==> config.mk <==
export PLATFORM = sky130hd
export DESIGN_NAME = bcd_countdown_timer
export DESIGN_NICKNAME = d
export VERILOG_FILES = /design/src/rtl/bcd_countdown_timer.sv
export SDC_FILE = /design/constraint.sdc
export NUM_CORES = 1
export LEC_CHECK = 0
export ABC_AREA = 1
export BUFFER_PORTS_ARGS = -buffer_cell sky130_fd_sc_hd__buf_2
export CELL_PAD_IN_SITES_DETAIL_PLACEMENT = 0
export CELL_PAD_IN_SITES_GLOBAL_PLACEMENT = 1
export CORE_MARGIN = 1.5
export CORE_UTILIZATION = 40
export DETAILED_ROUTE_END_ITERATION = 7
export GPL_TIMING_DRIVEN = 0
export PLACE_DENSITY = 0.83
export SLEW_MARGIN = 20
export SYNTH_ARGS = -nofsm -noshare
export SYNTH_HDL_FRONTEND = slang
export SYNTH_SLANG_ARGS = --single-unit
==> constraint.sdc <==
create_clock -name clock -period 9.4 [get_ports clock]
set_clock_uncertainty 0.2 [all_clocks]
set_input_delay 1.41 -clock clock [delete_from_list [all_inputs] [get_ports clock]]
set_output_delay 1.41 -clock clock [all_outputs]
set_load 0.01 [all_outputs]
==> src/rtl/bcd_countdown_timer.sv <==
// ---------------------------------------------------------------------------
// bcd_countdown_timer
//
// Purpose: a packed-BCD countdown timer with pause/resume, reload, per-miss
// penalty subtraction and a time-multiplexed 7-segment display driver.
// The count decrements once every TICK_DIV clock cycles while running. A
// rising edge on miss subtracts PENALTY_BCD. Any result at or below zero
// saturates to 0 and the timer expires.
//
// Ports:
//   clock      in   system clock
//   reset      in   asynchronous, active-high reset
//   start      in   level: begin or resume counting
//   pause      in   level: freeze counting
//   load       in   level: reload START_BCD and return to idle
//   miss       in   synchronous: a rising edge requests one penalty
//   value_bcd  out  current count, packed BCD, digit 0 in the LSBs
//   running    out  high while counting
//   expired    out  high once the count has reached zero
//   seg        out  {g,f,e,d,c,b,a}, active-low
//   dp         out  decimal point, active-low
//   an         out  digit anodes, active-low, one-hot-low
// ---------------------------------------------------------------------------
module bcd_countdown_timer #(
    parameter int          DIGITS      = 8,
    parameter int          TICK_DIV    = 5000,
    parameter logic [31:0] START_BCD   = 32'h0180_0000,
    parameter logic [31:0] PENALTY_BCD = 32'h0001_0000,
    parameter int          SCAN_SHIFT  = 3,
    parameter int          DP_DIGIT    = 4
) (
    input  logic                  clock,
    input  logic                  reset,
    input  logic                  start,
    input  logic                  pause,
    input  logic                  load,
    input  logic                  miss,
    output logic [4*DIGITS-1:0]   value_bcd,
    output logic                  running,
    output logic                  expired,
    output logic [6:0]            seg,
    output logic                  dp,
    output logic [DIGITS-1:0]     an
);
    localparam int W      = 4 * DIGITS;
    localparam int DIV_W  = $clog2(TICK_DIV);
    localparam int IDX_W  = $clog2(DIGITS);
    localparam int SCAN_W = (SCAN_SHIFT > 0) ? SCAN_SHIFT : 1;

    localparam logic [W-1:0]      START_VAL = START_BCD[W-1:0];
    localparam logic [W-1:0]      PEN_VAL   = PENALTY_BCD[W-1:0];
    localparam logic [DIV_W-1:0]  DIV_LAST  = DIV_W'(TICK_DIV - 1);
    localparam logic [SCAN_W-1:0] SCAN_LAST = SCAN_W'((1 << SCAN_SHIFT) - 1);
    localparam logic [IDX_W-1:0]  IDX_LAST  = IDX_W'(DIGITS - 1);

    typedef enum logic [1:0] {S_IDLE, S_RUN, S_PAUSE, S_EXPIRED} state_t;

    state_t              r_state;
    logic [W-1:0]        r_value;
    logic [DIV_W-1:0]    r_div;
    logic                r_miss_prev;
    logic                r_running;
    logic                r_expired;
    logic [SCAN_W-1:0]   r_scan_cnt;
    logic [IDX_W-1:0]    r_scan_idx;

    logic                w_tick;
    logic                w_miss_edge;
    logic                w_update;
    logic                w_underflow;
    logic [W-1:0]        w_subtrahend;
    logic [W-1:0]        w_diff;
    logic [DIGITS:0]     w_borrow;
    logic [3:0]          w_digits [DIGITS];
    logic [3:0]          w_cur_digit;

    assign w_tick       = (r_state == S_RUN) && (r_div == DIV_LAST);
    assign w_miss_edge  = miss && !r_miss_prev && (r_state == S_RUN);
    assign w_update     = w_tick || w_miss_edge;
    assign w_subtrahend = w_miss_edge ? PEN_VAL : '0;

    // The tick enters as the borrow into digit 0, so tick + penalty is
    // subtracted in one pass: value - penalty - tick.
    assign w_borrow[0] = w_tick;

    generate
        for (genvar gi = 0; gi < DIGITS; gi++) begin : g_digit
            logic [3:0] w_v;
            logic [3:0] w_p;
            assign w_v = r_value[4*gi +: 4];
            assign w_p = w_subtrahend[4*gi +: 4];
            assign w_borrow[gi+1] = ({1'b0, w_v}) < ({1'b0, w_p} + {4'b0000, w_borrow[gi]});
            // On a borrow, adding 10 modulo 16 yields the correct BCD digit.
            assign w_diff[4*gi +: 4] = w_borrow[gi+1]
                ? (w_v + 4'd10 - w_p - {3'b000, w_borrow[gi]})
                : (w_v - w_p - {3'b000, w_borrow[gi]});
            assign w_digits[gi] = r_value[4*gi +: 4];
            assign an[gi] = !(int'(r_scan_idx) == gi);
        end
    endgenerate

    // A borrow out of the top digit means the true result went negative.
    assign w_underflow = w_borrow[DIGITS] || (w_diff == '0);

    always_ff @(posedge clock or posedge reset) begin
        if (reset) begin
            r_state     <= S_IDLE;
            r_value     <= START_VAL;
            r_div       <= '0;
            r_miss_prev <= 1'b0;
            r_running   <= 1'b0;
            r_expired   <= 1'b0;
            r_scan_cnt  <= '0;
            r_scan_idx  <= '0;
        end else begin
            r_miss_prev <= miss;

            if (r_scan_cnt == SCAN_LAST) begin
                r_scan_cnt <= '0;
                r_scan_idx <= (r_scan_idx == IDX_LAST) ? '0 : r_scan_idx + 1'b1;
            end else begin
                r_scan_cnt <= r_scan_cnt + 1'b1;
            end

            if (load) begin
                r_state     <= S_IDLE;
                r_value     <= START_VAL;
                r_div       <= '0;
                r_miss_prev <= 1'b0;
                r_running   <= 1'b0;
                r_expired   <= 1'b0;
            end else begin
                case (r_state)
                    S_IDLE: begin
                        r_div <= '0;
                        if (start && !pause) begin
                            r_state   <= S_RUN;
                            r_running <= 1'b1;
                        end
                    end
                    S_PAUSE: begin
                        if (start && !pause) begin
                            r_state   <= S_RUN;
                            r_running <= 1'b1;
                        end
                    end
                    S_RUN: begin
                        // Pause takes the whole cycle: no tick, no penalty.
                        if (pause) begin
                            r_state   <= S_PAUSE;
                            r_running <= 1'b0;
                        end else if (r_value == '0) begin
                            r_state   <= S_EXPIRED;
                            r_running <= 1'b0;
                            r_expired <= 1'b1;
                            r_div     <= '0;
                        end else begin
                            r_div <= w_tick ? '0 : r_div + 1'b1;
                            if (w_update) begin
                                if (w_underflow) begin
                                    r_value   <= '0;
                                    r_state   <= S_EXPIRED;
                                    r_running <= 1'b0;
                                    r_expired <= 1'b1;
                                    r_div     <= '0;
                                end else begin
                                    r_value <= w_diff;
                                end
                            end
                        end
                    end
                    default: begin
                        r_div <= '0;
                    end
                endcase
            end
        end
    end

    // Display decodes straight from the count register so it never lags.
    assign w_cur_digit = w_digits[r_scan_idx];

    always_comb begin
        seg = 7'b0111111;
        case (w_cur_digit)
            4'd0: seg = 7'b1000000;
            4'd1: seg = 7'b1111001;
            4'd2: seg = 7'b0100100;
            4'd3: seg = 7'b0110000;
            4'd4: seg = 7'b0011001;
            4'd5: seg = 7'b0010010;
            4'd6: seg = 7'b0000010;
            4'd7: seg = 7'b1111000;
            4'd8: seg = 7'b0000000;
            4'd9: seg = 7'b0010000;
            default: seg = 7'b0111111;
        endcase
    end

    assign dp        = !(int'(r_scan_idx) == DP_DIGIT);
    assign value_bcd = r_value;
    assign running   = r_running;
    assign expired   = r_expired;

endmodule

**After elaboration in Yosys (flattened, before gate mapping)**

Memories as Yosys holds them, arrays and structs flattened.
Cells that the tools add are included.

- Memories kept: 1
- Bits in registers: 56
- Output and inout port bits: 50
- Logic and storage cells: 167
- Bits in read-only memories: 112

Memory list:

| name | depth | bits a word | rd ports | clocked after memory_dff | write ports | line | RTL |
|---|---|---|---|---|---|---|---|
| (no name shown) | 16 | 7 | 1 | 0 | 0 | 185 | `case (w_cur_digit)` |

- Add/subtract/negate cells: 51
- Reduce and logical (&&, ||, !) cells: 30
- Equal/unequal tests: 19
- Muxes and demuxes: 48
- Bitwise logic cells: 1
- $lt $le $gt $ge: 9

Operator list:

| kind | count |
|---|---|
| 32-bit two-way mux | 6 |
| 13-bit two-way mux | 6 |
| 4-bit by 1-bit subtractor with 4-bit output | 18 |
| 32-bit logical NOT | 2 |
| 4-bit two-way mux | 10 |
| 4-bit adder (second input constant) | 8 |
| 4-bit subtractor | 8 |
| 13-bit one-hot mux with 2 select lines | 1 |
| 4-bit by 1-bit subtractor with 4-bit output (second input constant) | 6 |
| 4-bit by 1-bit adder with 5-bit output | 4 |
| 4-bit by 5-bit less-than comparator with 1-bit output | 4 |
| 3-bit == test (second input constant) | 6 |
| 17-bit two-way mux | 1 |
| 4-bit by 2-bit less-than comparator with 1-bit output | 4 |
| 13-bit by 1-bit adder with 13-bit output (second input constant) | 1 |
| 13-bit == test (second input constant) | 1 |
| 1-bit two-way mux | 13 |
| 4-bit binary-select mux with 3-bit select | 1 |
| 2-bit two-way mux | 6 |
| 4-bit AND reduction | 3 |
| 1-bit logical NOT | 10 |
| 5-bit by 4-bit != test with 1-bit output (second input constant) | 2 |
| 3-bit nonzero test | 3 |
| 1-bit by 1-bit adder with 2-bit output (first input constant) | 3 |
| other kinds (22) | 31 |

**Logic depth before layout (Yosys ltp)**

- Depth after elaboration: 29
- Gate-level depth with buffers: 55
- Mapped depth without buffers: 55

**Worst setup path after synthesis**

OpenSTA, ideal clock, no wires.

- Path type: reg2reg
- Start: register r_div[0]
- End: register r_value[26] (netlist: value_bcd[26])
- Slack: 2,863 ps
- Setup time: 131 ps
- Cell stages (with the launch flop): 53
- Arrival time: 6,206 ps
- Period minus slack after synthesis: 6,537 ps
- Path buffers: 1
- Cell sequence: dfrtp_1 ha_1 nand2_1 inv_2 nand4_1 nor3_2 ha_1 inv_1 nor2_4 nand2_2 inv_1 ha_1 inv_1 nor2_4 nand2_4 inv_2 ha_1 inv_1 [17 not listed] ha_1 nand3_2 inv_1 ha_1 inv_1 ha_1 inv_1 ha_1 xor2_1 nand2_1 nand2_1 nand3_1 nor2_1 nand2_1 or2_4 nand3_4 buf_12 o22ai_2

- Longest elaborated chain between the ends: 27

RTL lines:

| what | line | RTL |
|---|---|---|
| start, declared | 60 | `logic [DIV_W-1:0] r_div;` |
| start signal, assigned | 158 | `r_div <= w_tick ? '0 : r_div + 1'b1;` |
| 13-bit == test * | 77 | `assign w_tick = (r_state == S_RUN) && (r_div == DIV_LAST);` |
| 1-bit logical AND * | 77 |  |
| 4-bit by 1-bit adder with 5-bit output | 92 | `assign w_borrow[gi+1] = ({1'b0, w_v}) < ({1'b0, w_p} + {4'b0000, w_borrow[gi]});` |
| 4-bit by 5-bit less-than comparator with 1-bit output | 92 |  |
| 4-bit by 1-bit adder with 5-bit output | 92 |  |
| 4-bit by 5-bit less-than comparator with 1-bit output | 92 |  |
| 4-bit by 1-bit adder with 5-bit output | 92 |  |
| 4-bit by 5-bit less-than comparator with 1-bit output | 92 |  |
| [11 not listed] | - |  |
| 32-bit logical NOT | 103 | `assign w_underflow = w_borrow[DIGITS] \|\| (w_diff == '0);` |
| 1-bit logical OR | 103 |  |
| 32-bit two-way mux | 160 | `if (w_underflow) begin` |
| 32-bit two-way mux | 159 | `if (w_update) begin` |
| 32-bit two-way mux | 152 | `end else if (r_value == '0) begin` |
| 32-bit two-way mux | 149 | `if (pause) begin` |
| 32-bit two-way mux | 133 | `case (r_state)` |
| 32-bit two-way mux | 125 | `if (load) begin` |
| end signal, assigned | 167 | `r_value <= w_diff;` |
| end, declared | 59 | `logic [W-1:0] r_value;` |

Every way passes the cells marked *; elsewhere a longest branch is shown, timed or not. The select of a mux whose other input is x is not followed.
A chain may end at the register's enable or synchronous reset.

**Worst setup path after layout**

Same ends and word-level chain as after synthesis.

==> impl_metrics.json <==
{
  "status": "finished, final reports clean",
  "power_density_mw_per_mm2": 83.3,
  "max_stage_delay_ns": 0.43,
  "dominantRegCellSynth": "dfrtp_1",
  "num_vias": 4665,
  "power_switching_mw": 0.117,
  "p_int_mw": 0.361,
  "cts-root-buf": "clkbuf_16",
  "cp_data_arrival_time_ns": 7.94,
  "grt_pass1_vias": 4322,
  "routed_wirelength_um": 13100,
  "synth_cell_types": 43,
  "viasPerCell": 5.12,
  "cts_setup_buffers": 0,
  "clock_latency_ns": 0.30,
  "seqCellArea_mm2": 0.00140,
  "async_reset_ff_frac": 1.00,
  "synthAdderAreaFrac": 0.162,
  "diodes": 0,
  "post-route-min-period_ns": 7.96,
  "io_buffer_count": 55,
  "initial_core_util": 0.416,
  "setup-tns-final_ns": 0,
  "multi_input_area_mm2": 0.00310,
  "fmax_mhz": 126,
  "synth_fp_nets": 750,
  "syn_inst": 679,
  "overflow": 0,
  "synthMuxAreaShare": 0,
  "clockBufferDepth": 2,
  "synth-simple-area-share": 0.288,
  "first_iter_violations": 222,
  "post_cts_resized": 0,
  "ys_seq_elements": 56,
  "synth_edf_count": 0,
  "cts.sinks": 56,
  "finalSetupViolCount": 0,
  "die_width_um": 116,
  "clkTransAtPathRegs_ns": 0.07,
  "path_class": "reg2reg",
  "synthesis.area_mm2": 0.00508,
  "grt_use_total": 0.201,
  "crit_path_max_fanout": 10,
  "relSlewSlack": 0.588,
  "die_h_um": 116,
  "pwr-share-seq": 0.513,
  "gp_congestion": 0.897,
  "cts_tree": "built",
  "ys_seq_area_frac": 0.276,
  "route.antenna.remaining_nets": 0,
  "synth_top_family_by_area": "simple AND/OR/NAND/NOR gates",
  "placed_cells": 903,
  "syn2layout_area_growth_pct": 12.9,
  "io_pins": 56,
  "synth_xor_area_frac": 0.0207,
  "cts.htree.levels": 2,
  "swShare": 0.244,
  "slowest_stage": "dfrtp_1",
  "vdd_drop_max_mv": 0.0614,
  "yosysTopAreaCell": "dfrtp_1",
  "cap_violations": 0,
  "drive_above_1_share": 0.192,
  "coreArea_mm2": 0.0122,
  "grt_max_degree": 35,
  "cp_top_family": "simple AND/OR/NAND/NOR gates",
  "grt_pass1_wl_um": 21100,
  "yosys.area.top_type_share": 0.266,
  "syn_area_per_cell_um2": 7.48,
  "cp-start-kind": "flop",
  "finalHoldViolCount": 0,
  "design.die.area_mm2": 0.0134,
  "wl_per_cell_um": 14.4,
  "worstHoldPathType": "reg2reg",
  "p_leak_nw": 2.95,
  "drtPass1Iterations": 4,
  "comb_power_share": 0.074,
  "path_buf_inv": 16,
  "cts_inserted_buffers": 5,
  "ys_warn_count": 0,
  "synth_compound_area_frac": 0.139,
  "drv_slew": 0,
  "layout.cells.non_filler": 911,
  "clock_power_share": 0.413,
  "holdBufCountCts": 0,
  "nets": 813,
  "cp-end-kind": "flop",
  "place_hpwl_um": 10400,
  "synthTopCellsByArea": "dfrtp_1 (27%), ha_1 (16%), nand2_1 (11%), inv_1 (8.4%), o22ai_2 (4.9%)",
  "rows": 40,
  "required_ns": 9.37,
  "drcViolationCount": 0,
  "fin_crit_sh": 0.847,
  "num-fill-cells": 1283,
  "worstMarginPinSlew_ns": 0.611,
  "antenna_found_initial": 0,
  "rsz0062_at_grt": "no"
}
cell type report:
cell class,instances,share of cell area
clock buffers,8,0.0255
plain buffers,13,0.0181
repair buffers,56,0.0515
well taps,168,0.0367
inverters,126,0.0834
flip-flops and latches,56,0.245
multi-input cells,484,0.540
placed cells by master, fill, tap and decap left out, drive strengths merged, types with 4 or more instances in the layout:
cell type	n
nand2	158
inv	126
buf	65
ha	64
nor2	55
dfrtp	54
nand3	54
o21ai	40
o22ai	35
a21oi	23
nand4	18
clkbuf	12
xor2	9
nor3	7
or2	4
Yosys cell counts, drive strengths merged (3+ instances only):
cell / number
xnor2: 3
nand3b: 3
nor2: 55
clkbuf: 4
nand4: 18
a21oi: 23
xor2: 9
inv: 126
dfrtp: 54
ha: 64
buf: 9
or2: 4
o21ai: 40
nor3: 7
nand2: 158
nand3: 54
o22ai: 35
worst register-to-register path, delay by kind of cell, from the launching register on:
kind / cells / cell delay (ns)
AOI/OAI and AO/OA: 1 / 0.07
adders and majority gates: 12 / 2.39
and+or+nand+nor: 22 / 3.08
buffers and inverters: 16 / 1.48
DFF: 1 / 0.43
xor gates and xnor gates: 1 / 0.17
power by group through the flow:
| stage | registers (mW) | clock network (mW) | logic (mW) |
|---|---|---|---|
| after global routing | 0.245 | 0.208 | 0.0401 |
| after detailed placement | 0.250 | 0 | 0.0359 |
| after CTS | 0.245 | 0.201 | 0.0360 |
| after global placement | 0.250 | 0 | 0.0339 |
| after floorplan | 0.250 | 0 | 0.0236 |
| final | 0.245 | 0.197 | 0.0353 |
routing by layer:
layer / track usage / part of all wire
met1: 0.258 / 0.45
met2: 0.359 / 0.49
met3: 0.0246 / 0.046
met4: 0.0496 / 0.014
met5: 0 / 0
state kept, by name (all words and copies together), names as in the netlist:
register and cells:
r_scan_cnt 3, r_state 2, r_div 13, running 1
expired 1, r_scan_idx 3, value_bcd 32, r_miss_prev 1
final timing paths:
path	start	slack, ns	to	cells after the start
setup / recovery	r_div[0]	1.44	value_bcd[26]	52
hold / removal	r_scan_cnt[0]	0.23	r_scan_cnt[0]	1
setup reg to reg	r_div[0]	1.44	value_bcd[26]	52
hold reg to reg	r_scan_cnt[0]	0.23	r_scan_cnt[0]	1
max in group asynchronous	reset	7.64	value_bcd[14]	3
min in group asynchronous	reset	0.87	value_bcd[20]	2
per-stage QoR:
step | setup slack, ns | hold slack (ns) | cell area (µm²) | util | power (mW)
4_1_cts | 1.43 | 0.233 | 5730 | 0.470 | 0.482
5_1_grt | 0.549 | 0.250 | 5730 | 0.470 | 0.493
3_3_place_gp | 1.62 | 0.214 | 5570 | 0.456 | 0.284
3_5_place_dp | 1.45 | 0.223 | 5590 | 0.458 | 0.286
2_1_floorplan | 2.86 | 0.203 | 5080 | - | 0.274
6_report | 1.44 | 0.232 | 5730 | 0.470 | 0.477
cell families after synthesis:
| group | after synthesis |
|---|---|
| AO/OA/AOI/OAI | 104 |
| XOR/XNOR | 12 |
| adder cells (fa/ha/maj) | 65 |
| buffers and inverters | 139 |
| flip-flops | 56 |
| AND/OR/NAND/NOR | 303 |
(Power assumes the default switching activity.)
